<file path="src/rtl/slime_axi_pkg.sv">
// Shared types and widths for the AXI-lite read path and its block-RAM responder.
package slime_axi_pkg;

    localparam int AXI_ADDR_BITS = 17;
    localparam int AXI_DATA_BITS = 64;

    typedef enum logic [1:0] {
        IDLE,
        ISSUE,
        DRAIN
    } rd_state_e;

endpackage

</file>
<file path="src/rtl/sync_fifo.sv">
// Synchronous FIFO with occupancy count; head word shown as zero while empty.
// Latency: a push is visible at the head the cycle after it is written (no bypass).
// Backpressure: push ignored when full, pop ignored when empty; the caller owns flow control.
module sync_fifo #(
    parameter int WIDTH = 64,
    parameter int DEPTH = 4
) (
    input  logic                     clock,
    input  logic                     resetn,
    input  logic                     push,
    input  logic [WIDTH-1:0]         push_data,
    input  logic                     pop,
    output logic [WIDTH-1:0]         pop_data,
    output logic                     full,
    output logic                     empty,
    output logic [$clog2(DEPTH):0]   count
);
    localparam int AW = $clog2(DEPTH);

    logic [WIDTH-1:0] mem [DEPTH];
    logic [AW-1:0]    wr_ptr;
    logic [AW-1:0]    rd_ptr;
    logic [AW:0]      cnt;
    logic             do_push;
    logic             do_pop;

    assign full     = (cnt == (AW+1)'(DEPTH));
    assign empty    = (cnt == '0);
    assign count    = cnt;
    assign do_push  = push && !full;
    assign do_pop   = pop && !empty;
    assign pop_data = empty ? '0 : mem[rd_ptr];

    always_ff @(posedge clock) begin
        if (!resetn) begin
            wr_ptr <= '0;
            rd_ptr <= '0;
            cnt    <= '0;
        end else begin
            if (do_push) wr_ptr <= wr_ptr + 1'b1;
            if (do_pop)  rd_ptr <= rd_ptr + 1'b1;
            cnt <= cnt + (AW+1)'(do_push) - (AW+1)'(do_pop);
        end
    end

    always_ff @(posedge clock) begin
        if (do_push) mem[wr_ptr] <= push_data;
    end

endmodule

</file>
<file path="src/rtl/axi_read_master.sv">
// Read initiator: one (addr, len) command becomes single-beat AR/R reads, data streamed out in order.
// Latency: cmd handshake -> arvalid next cycle; R beat -> out_valid next cycle (registered FIFO).
// Backpressure: out_ready low fills the FIFO and throttles AR issue via credits; R is always accepted.
module axi_read_master
    import slime_axi_pkg::*;
#(
    parameter int ADDR_BITS  = AXI_ADDR_BITS,
    parameter int DATA_BITS  = AXI_DATA_BITS,
    parameter int LEN_BITS   = 16,
    parameter int FIFO_DEPTH = 4
) (
    input  logic                 clock,
    input  logic                 resetn,
    input  logic                 cmd_valid,
    output logic                 cmd_ready,
    input  logic [ADDR_BITS-1:0] cmd_addr,
    input  logic [LEN_BITS-1:0]  cmd_len,
    output logic                 axi_arvalid,
    input  logic                 axi_arready,
    output logic [ADDR_BITS-1:0] axi_araddr,
    input  logic                 axi_rvalid,
    output logic                 axi_rready,
    input  logic [DATA_BITS-1:0] axi_rdata,
    output logic                 out_valid,
    input  logic                 out_ready,
    output logic [DATA_BITS-1:0] out_data,
    output logic                 out_last,
    output logic                 busy,
    output logic                 done,
    output logic                 err
);
    localparam int CW = $clog2(FIFO_DEPTH) + 1;
    localparam int SW = CW + 1;

    rd_state_e            state, state_n;
    logic                 ready_q, done_q, busy_q, err_q, arvalid_q, arvalid_n;
    logic [ADDR_BITS-1:0] addr_q;
    logic [LEN_BITS-1:0]  len_q, len_n, issued_q, issued_n, popped_q;
    logic [CW-1:0]        outstanding_q, fifo_count;
    logic [SW-1:0]        credit_n;
    logic                 fifo_full, fifo_empty;
    logic                 cmd_fire, ar_fire, r_fire, stray_beat, pop, last_pop;

    assign cmd_ready  = ready_q && (state == IDLE) && !done_q;
    assign cmd_fire   = cmd_valid && cmd_ready;
    assign ar_fire    = arvalid_q && axi_arready;
    assign r_fire     = axi_rvalid && ready_q && (outstanding_q != '0);
    assign stray_beat = axi_rvalid && ready_q && (outstanding_q == '0);
    assign out_valid  = !fifo_empty;
    assign pop        = out_valid && out_ready;
    assign out_last   = out_valid && (popped_q == len_q - LEN_BITS'(1));
    assign last_pop   = pop && out_last;

    assign axi_arvalid = arvalid_q;
    assign axi_araddr  = addr_q;
    assign axi_rready  = ready_q;
    assign busy        = busy_q;
    assign done        = done_q;
    assign err         = err_q;

    sync_fifo #(
        .WIDTH (DATA_BITS),
        .DEPTH (FIFO_DEPTH)
    ) u_rdata_fifo (
        .clock     (clock),
        .resetn    (resetn),
        .push      (r_fire && !fifo_full),
        .push_data (axi_rdata),
        .pop       (pop),
        .pop_data  (out_data),
        .full      (fifo_full),
        .empty     (fifo_empty),
        .count     (fifo_count)
    );

    always_ff @(posedge clock) begin
        if (!resetn) state <= IDLE;
        else         state <= state_n;
    end

    always_comb begin
        state_n  = state;
        len_n    = len_q;
        issued_n = (state == IDLE) ? '0 : issued_q + LEN_BITS'(ar_fire);
        // Slots already promised (in flight or buffered) as they will stand next cycle.
        credit_n = SW'(outstanding_q) + SW'(fifo_count) + SW'(ar_fire) - SW'(pop);
        case (state)
            IDLE: begin
                if (cmd_fire && (cmd_len != '0)) begin
                    state_n = ISSUE;
                    len_n   = cmd_len;
                end
            end
            ISSUE:   if (issued_n == len_q) state_n = DRAIN;
            DRAIN:   if (last_pop) state_n = IDLE;
            default: state_n = IDLE;
        endcase
        if (arvalid_q && !axi_arready) arvalid_n = 1'b1;
        else arvalid_n = (state_n == ISSUE) && (issued_n != len_n) && (credit_n < SW'(FIFO_DEPTH));
    end

    always_ff @(posedge clock) begin
        if (!resetn) begin
            ready_q       <= 1'b0;
            done_q        <= 1'b0;
            busy_q        <= 1'b0;
            err_q         <= 1'b0;
            arvalid_q     <= 1'b0;
            addr_q        <= '0;
            len_q         <= '0;
            issued_q      <= '0;
            popped_q      <= '0;
            outstanding_q <= '0;
        end else begin
            ready_q       <= 1'b1;
            done_q        <= (cmd_fire && (cmd_len == '0)) || last_pop;
            err_q         <= err_q || stray_beat;
            arvalid_q     <= arvalid_n;
            len_q         <= len_n;
            issued_q      <= issued_n;
            popped_q      <= (state == IDLE) ? '0 : popped_q + LEN_BITS'(pop);
            outstanding_q <= outstanding_q + CW'(ar_fire) - CW'(r_fire);
            if (cmd_fire && (cmd_len != '0)) busy_q <= 1'b1;
            else if (done_q)                 busy_q <= 1'b0;
            if (cmd_fire)     addr_q <= cmd_addr;
            else if (ar_fire) addr_q <= addr_q + 1'b1;
        end
    end

endmodule

</file>
<file path="config.mk">
export PLATFORM = sky130hd
export DESIGN_NAME = axi_read_master
export DESIGN_NICKNAME = d
export VERILOG_FILES = /design/src/rtl/slime_axi_pkg.sv /design/src/rtl/sync_fifo.sv /design/src/rtl/axi_read_master.sv
export SDC_FILE = /design/constraint.sdc
export NUM_CORES = 1
export LEC_CHECK = 0
export CAP_MARGIN = 5
export CORE_MARGIN = 2
export CORE_UTILIZATION = 50
export DETAILED_ROUTE_END_ITERATION = 10
export PLACE_DENSITY = 0.76
export SYNTH_ARGS = -nofsm -noshare
export SYNTH_HDL_FRONTEND = slang
export SYNTH_SLANG_ARGS = --single-unit
</file>
<file path="constraint.sdc">
create_clock -name clock -period 3.7 [get_ports clock]
set_clock_uncertainty 0.15 [all_clocks]
set_input_delay 0.74 -clock clock [delete_from_list [all_inputs] [get_ports clock]]
set_output_delay 0.74 -clock clock [all_outputs]
set_load 0.005 [all_outputs]
</file>
## Yosys cells after proc, flatten, opt, wreduce, memory -nomap -nowiden

Memory sizes are Yosys's and may differ from the RTL's. A register that Yosys moved wholly into a read port is not among the register bits.
Index checks and enable logic that the tools add are counted.

| storage, ports and cells | value |
|---|---|
| memories kept | 1 |
| logic and storage cells | 88 |
| register bits after elaboration | 82 |
| input port bits | 103 |
| RAM bits | 256 |

| operators by class | value |
|---|---|
| bitwise gates (word level) | 1 |
| equality and inequality tests | 7 |
| $add $sub $neg | 13 |
| order comparisons | 1 |
| reduce and logical (&&, ||, !) cells | 33 |
| multiplexer cells | 18 |

Memories:

| name | depth | width | rd ports | clocked after memory_dff | wr ports | RTL line | source |
|---|---|---|---|---|---|---|---|
| u_rdata_fifo.mem | 4 | 64 | 1 | 1 | 1 | sync_fifo.sv:20 | `logic [WIDTH-1:0] mem [DEPTH];` |

Operators by type and width:

| cell | count |
|---|---|
| 64-bit 2-to-1 mux | 1 |
| 16-bit 2-to-1 mux | 3 |
| 17-bit 2-to-1 mux | 2 |
| 16-bit by 1-bit adder with 16-bit output | 2 |
| 16-bit equality test | 2 |
| 1-bit logical AND | 18 |
| 17-bit by 1-bit adder with 17-bit output, second input constant | 1 |
| 16-bit zero test | 1 |
| 16-bit inequality test | 1 |
| 16-bit nonzero test | 1 |
| 16-bit by 1-bit subtractor with 16-bit output, second input constant | 1 |
| 2-bit 2-to-1 mux | 5 |
| 3-bit by 1-bit adder with 3-bit output | 2 |
| 3-bit zero test | 2 |
| 1-bit 2-to-1 mux | 6 |
| 2-bit one-hot mux with 3 select lines | 1 |
| 3-bit by 1-bit subtractor with 3-bit output | 2 |
| 2-bit by 1-bit adder with 2-bit output, second input constant | 2 |
| 3-bit by 3-bit adder with 4-bit output | 1 |
| 4-bit by 1-bit adder with 4-bit output | 1 |
| 2-bit by 1-bit equality test with 1-bit output, second input constant | 2 |
| 1-bit zero test | 4 |
| 4-bit by 3-bit < comparator with 1-bit output, second input constant | 1 |
| 2-bit nonzero test | 2 |
| 8 further kinds | 9 |

## Logic depth before layout (Yosys ltp)

| logic depth | value |
|---|---|
| depth after elaboration | 11 |
| depth in mapped cells | 13 |
| mapped depth without buffers | 13 |

## Modules after synthesis

A second synthesis with hierarchy kept.

| second synthesis, totals | value |
|---|---|
| cells, all modules | 993 |
| area total of the unflattened synthesis | 14697.8 µm² |

Modules (own cells, without submodules):

| module | area each (µm²) | times used | cells an instance |
|---|---|---|---|
| sync_fifo | 10167.3 | 1 | 456 |
| axi_read_master | 4530.6 | 1 | 537 |

## Least setup slack after synthesis

Ideal clock, no wire load.

| timing | value |
|---|---|
| path type | input to register |
| start point | input axi_arready |
| end point | register state[1] |
| stages on the path | 11 |
| buffers on the path | 1 |
| data arrival time | 3350 ps |
| setup slack | 130 ps |
| path through | and2_1 -> clkbuf_1 -> ha_1 -> ha_1 -> nand4_4 -> nor4_1 -> mux2_2 -> nor4_1 -> nand4_1 -> or4_1 -> a21boi_1 |

| between the ends | value |
|---|---|
| word-level cells in the longest chain between the ends | 6 |

RTL lines:

| what | RTL line | source |
|---|---|---|
| start: declaration | axi_read_master.sv:19 | `input logic axi_arready,` |
| 1-bit logical AND | axi_read_master.sv:46 | `assign ar_fire = arvalid_q && axi_arready;` |
| 16-bit by 1-bit adder with 16-bit output | axi_read_master.sv:84 | `issued_n = (state == IDLE) ? '0 : issued_q + LEN_BITS'(ar_fire);` |
| 16-bit 2-to-1 mux | axi_read_master.sv:84 |  |
| 16-bit equality test | axi_read_master.sv:94 | `ISSUE: if (issued_n == len_q) state_n = DRAIN;` |
| 2-bit 2-to-1 mux | axi_read_master.sv:94 |  |
| 2-bit one-hot mux with 3 select lines | axi_read_master.sv:87 | `case (state)` |
| end signal: assignment | axi_read_master.sv:78 | `else state <= state_n;` |
| end: declaration | axi_read_master.sv:35 | `rd_state_e state, state_n;` |

Every way passes these cells.
A chain may end at the register's enable or synchronous reset.

## Final worst setup path

| timing | value |
|---|---|
| start point | register len_q[8] |
| end point | output out_last |

| between the ends | value |
|---|---|
| word-level cells in the longest chain between the ends | 3 |

RTL lines:

| what | RTL line | source |
|---|---|---|
| start: declaration | axi_read_master.sv:38 | `logic [LEN_BITS-1:0] len_q, len_n, issued_q, issued_n, popped_q;` |
| start signal: assignment | axi_read_master.sv:119 | `len_q <= len_n;` |
| 16-bit by 1-bit subtractor with 16-bit output | axi_read_master.sv:51 | `assign out_last = out_valid && (popped_q == len_q - LEN_BITS'(1));` |
| 16-bit equality test | axi_read_master.sv:51 |  |
| 1-bit logical AND | axi_read_master.sv:51 |  |
| end: declaration | axi_read_master.sv:27 | `output logic out_last,` |

Every way passes these cells.

==> metrics list <==
- Clock-pin slew was measured on the worst setup and hold paths at 0.06 ns.
- The count of buffers added on input and output ports is approximately 190.
- In the synthesized netlist the dominant register cell turns out to be sky130_fd_sc_hd__edfxtp_1.
- Final Core Density: 0.647
- In the routed design, unresolved DRC markers number 0.
- Max Transition Viols Final: 0
- The analysis attributes to cell leakage a power of roughly 6.4 nW.
- The floorplan step set the die width to 175 um.
- Die boundary height: 175 um
- Most common library cell in the layout ignoring fill and taps: sky130_fd_sc_hd__edfxtp_1
- Worst slew margin: 0.426
* Max Clock Freq: around 0.27 GHz
* Count of nets left with antenna violations after detail routing: 0
- Number of distinct library cells after synthesis: 66
* Total power consumption of the routed design: 10.9 mW
* Clk_lat worst skew: approximately 0.5 ns
* Signal arrival time at the worst endpoint: 2.80 ns
- After detailed routing, the average wire length per cell comes to 19.1 um.
- HP Class: reg -> reg
- DRT iter0 DRCs: 726
- Max FO, Critical Path: 5
* Cell Area, Synth: approximately 15000 sq um
- Critical path launch point type: flip-flop
- Layout cells sized above 1: 0.159
- Count of TritonRoute iterations in the first routing pass: 5
* Cell count of the worst reg-to-reg path: 10
- Number of instances on the worst hold path: 2
* Die Footprint: 30800 sq um
- Met3 track demand over resource: 0.0403
- For flop-to-flop paths, the worst setup slack is between 0.5 and 0.6 ns.
- For hold timing, the worst endpoint is err.
- Total I/O pin count: 192
* Share of synthesized area occupied by flip-flops and latches: 0.638
- Max H-tree Level: 2
* Via count of the first global-routing pass: about 9k
- Averaged over all synthesized cells, the footprint is around 14 sq um.
- During synthesis, Yosys emitted a total of 0 warnings.
* Finish-stage setup viols: 0
- In the final design database the tool counted 1381 nets.
* TritonCTS clock tree: yes
- For this run, global-route usage on met1 was measured as 0.287.
- The worst path needs 3.69 ns of the cycle, external delays included.
* Number of buffers added by the clock tree synthesis step: 36
* Power per cell area: 583 nW/um^2
- In the routed layout, each cell is associated on average with a via count of 5.52.
- Endpoints failing hold: 0
- For this run, asynchronously set or reset flops after synthesis account for 0.
- GR Util All Layers: 0.206
- Synthesis produced 1016 cells.
- The initial utilization of the core area, before any placement, comes to 0.509.
- Total number of vias: approximately 9.2k
* Overall routed net length: 31800 um
* GR Overflow Total: 0
- The filler cells instantiated in the layout total 2096.
* First-pass GRT wire length: 49700 um
- CTS sink cnt: 340
- Multi-input combinational cell area: 5080 sq um
- The flow ran to the end, and the final reports show no timing, DRC or antenna violations.
* Number of rows created at floorplan: 62
* Post-DP HPWL: approximately 21000 um
- The synthesized design contains 256 enable-type register cells.
- The startpoint identified for the worst register-to-register timing path is axi_arvalid.
- Gp weighted congestion: 0.874
- Max-cap violations in this run came to 0.
- Highest-count cells in the layout ignoring fill and taps: 256 x sky130_fd_sc_hd__edfxtp_1, 190 x sky130_fd_sc_hd__clkdlybuf4s50_1, 82 x sky130_fd_sc_hd__nand2_1, 82 x sky130_fd_sc_hd__dfxtp_1, 79 x sky130_fd_sc_hd__and2_1
* Global-route layer with the greatest usage: met2
- At the pin with the least slew margin, the transition time is 0.861 ns.
* Source of the worst hold timing path: err
- Setup WS pre-CTS: -0.220 ns
- In this run the deepest clock path goes through 3 buffers.
- Setup slack closes at 0.0131 ns.
* Buffer type at the clock tree root: sky130_fd_sc_hd__clkbuf_16
- Seq cells post-synth: 340
- Setup repair after global routing could not meet its margin everywhere.
- The worst-case IR drop observed on VDD is 0.000316 V.
- Data required time at the worst endpoint: 2.81 ns
* Period Utilization, post-route: 0.996
- Entering global routing, the biggest net connects 53 pins.
- The core region is 28900 sq um.
* Capture instance of the worst register-to-register path: state[1]
- Number of nets in the synthesized netlist: 1141
- In the global route stage, met2 resource usage came out at 0.331.
- The worst setup path is of the reg -> out kind.
- STA classifies the critical path endpoint as an output pin.
- Area growth, synth to finish: 27.0%
* Initial antenna violation count: 2
* Register cell area after layout: 9370 sq um
routing by layer:
layer,vias to the layer above,part of all wire
met5,-,0
met4,0,0.025
met3,51,0.075
met2,310,0.47
met1,4544,0.43
li1,4307,-
Yosys cell counts (12+ instances only):
library cell,n,share of area
sky130_fd_sc_hd__o21ai_0,15,0.0051
sky130_fd_sc_hd__nand2_1,83,0.021
sky130_fd_sc_hd__dfxtp_1,84,0.11
sky130_fd_sc_hd__inv_1,22,0.0056
sky130_fd_sc_hd__nand3_1,19,0.0065
sky130_fd_sc_hd__o211a_1,17,0.012
sky130_fd_sc_hd__a21oi_1,17,0.0058
sky130_fd_sc_hd__edfxtp_1,256,0.52
sky130_fd_sc_hd__nor4_1,13,0.0055
sky130_fd_sc_hd__clkbuf_1,44,0.011
sky130_fd_sc_hd__and2_1,83,0.035
sky130_fd_sc_hd__ha_1,20,0.017
sky130_fd_sc_hd__xor2_1,27,0.016
sky130_fd_sc_hd__nor3_1,13,0.0044
sky130_fd_sc_hd__mux4_2,64,0.098
sky130_fd_sc_hd__nor2b_1,12,0.0051
sky130_fd_sc_hd__a21boi_0,16,0.0082
sky130_fd_sc_hd__xnor2_1,43,0.026
sky130_fd_sc_hd__nand4_1,17,0.0072
sky130_fd_sc_hd__nor2_1,42,0.011
area by class of cell:
type,count,area share
sequential,340,0.502
multi-input combinational,600,0.272
timing repair buffer,256,0.134
clock buffer,48,0.0535
tap,384,0.0257
clock inverter,16,0.00724
inverter,22,0.00442
antenna,2,0.000268
stage by stage:
step                      cells  instance area, sq um  setup TNS, ns  hold WS (ns)
final                      1668                 18700              0         0.343
after global routing       1667                 18700        -0.0586         0.368
after CTS                  1665                 18600        -0.0871         0.353
after detailed placement   1600                 17500         -0.438         0.332
after global placement     1600                 17500         -0.267         0.321
after floorplan            1016                 14700              0         0.322
power breakdown:
group	internal [mW]	leakage [nW]	total [mW]	switching [mW]
registers	4.29	2.99	4.41	0.115
clock network	2.04	0.554	3.42	1.39
logic	1.75	2.84	3.04	1.29
logic make-up (layout without fill, tap and decap cells):
family,after synthesis,in the layout,synth area share
AND/OR/NAND/NOR,338,338,0.127
XOR/XNOR,71,71,0.0433
AO/OA/AOI/OAI,97,97,0.0485
buffers and inverters,76,342,0.0202
adder cells (fa/ha/maj),22,22,0.0198
multiplexers,72,72,0.104
flip-flops,340,340,0.638
other,0,2,0
timing repair:
item / 4_1_cts / 5_1_grt
hold buffers: 0 / 0
resized for setup: 9 / 4
setup buffers: 1 / 1
pin swaps: 8 / 6
setup endpoints to repair: 1 / 1
worst max-delay path, stage by stage (launching register included):
cell,delay (ns)
sky130_fd_sc_hd__dfxtp_1,0.30
sky130_fd_sc_hd__or4_4,0.53
sky130_fd_sc_hd__or3_4,0.37
sky130_fd_sc_hd__or3_4,0.37
sky130_fd_sc_hd__o211a_1,0.25
sky130_fd_sc_hd__o31ai_4,0.26
sky130_fd_sc_hd__nor3_2,0.08
sky130_fd_sc_hd__buf_2,0.13
flip-flops by register name, summed over array words and instances (netlist names), 2 cells and up, named ones only:
name	cells
u_rdata_fifo.mem	256
len_q	16
u_rdata_fifo.wr_ptr	2
u_rdata_fifo.count	3
u_rdata_fifo.rd_ptr	2
axi_araddr	17
issued_q	16
state	2
popped_q	16
outstanding_q	3
how the worst max path moves through the flow:
| stage | endpoint | cells after the start | slack (ns) | start |
|---|---|---|---|---|
| finish | out_last | 7 | 0.01 | len_q[8] |
| CTS | out_last | 7 | -0.09 | len_q[8] |
| global placement | state[1] | 11 | -0.15 | axi_arready |
| floorplan | state[1] | 11 | 0.13 | axi_arready |
| global route | out_last | 7 | -0.06 | len_q[8] |
| detailed placement | state[1] | 11 | -0.22 | axi_arready |
Note: power is estimated with default switching activity, not from simulation.
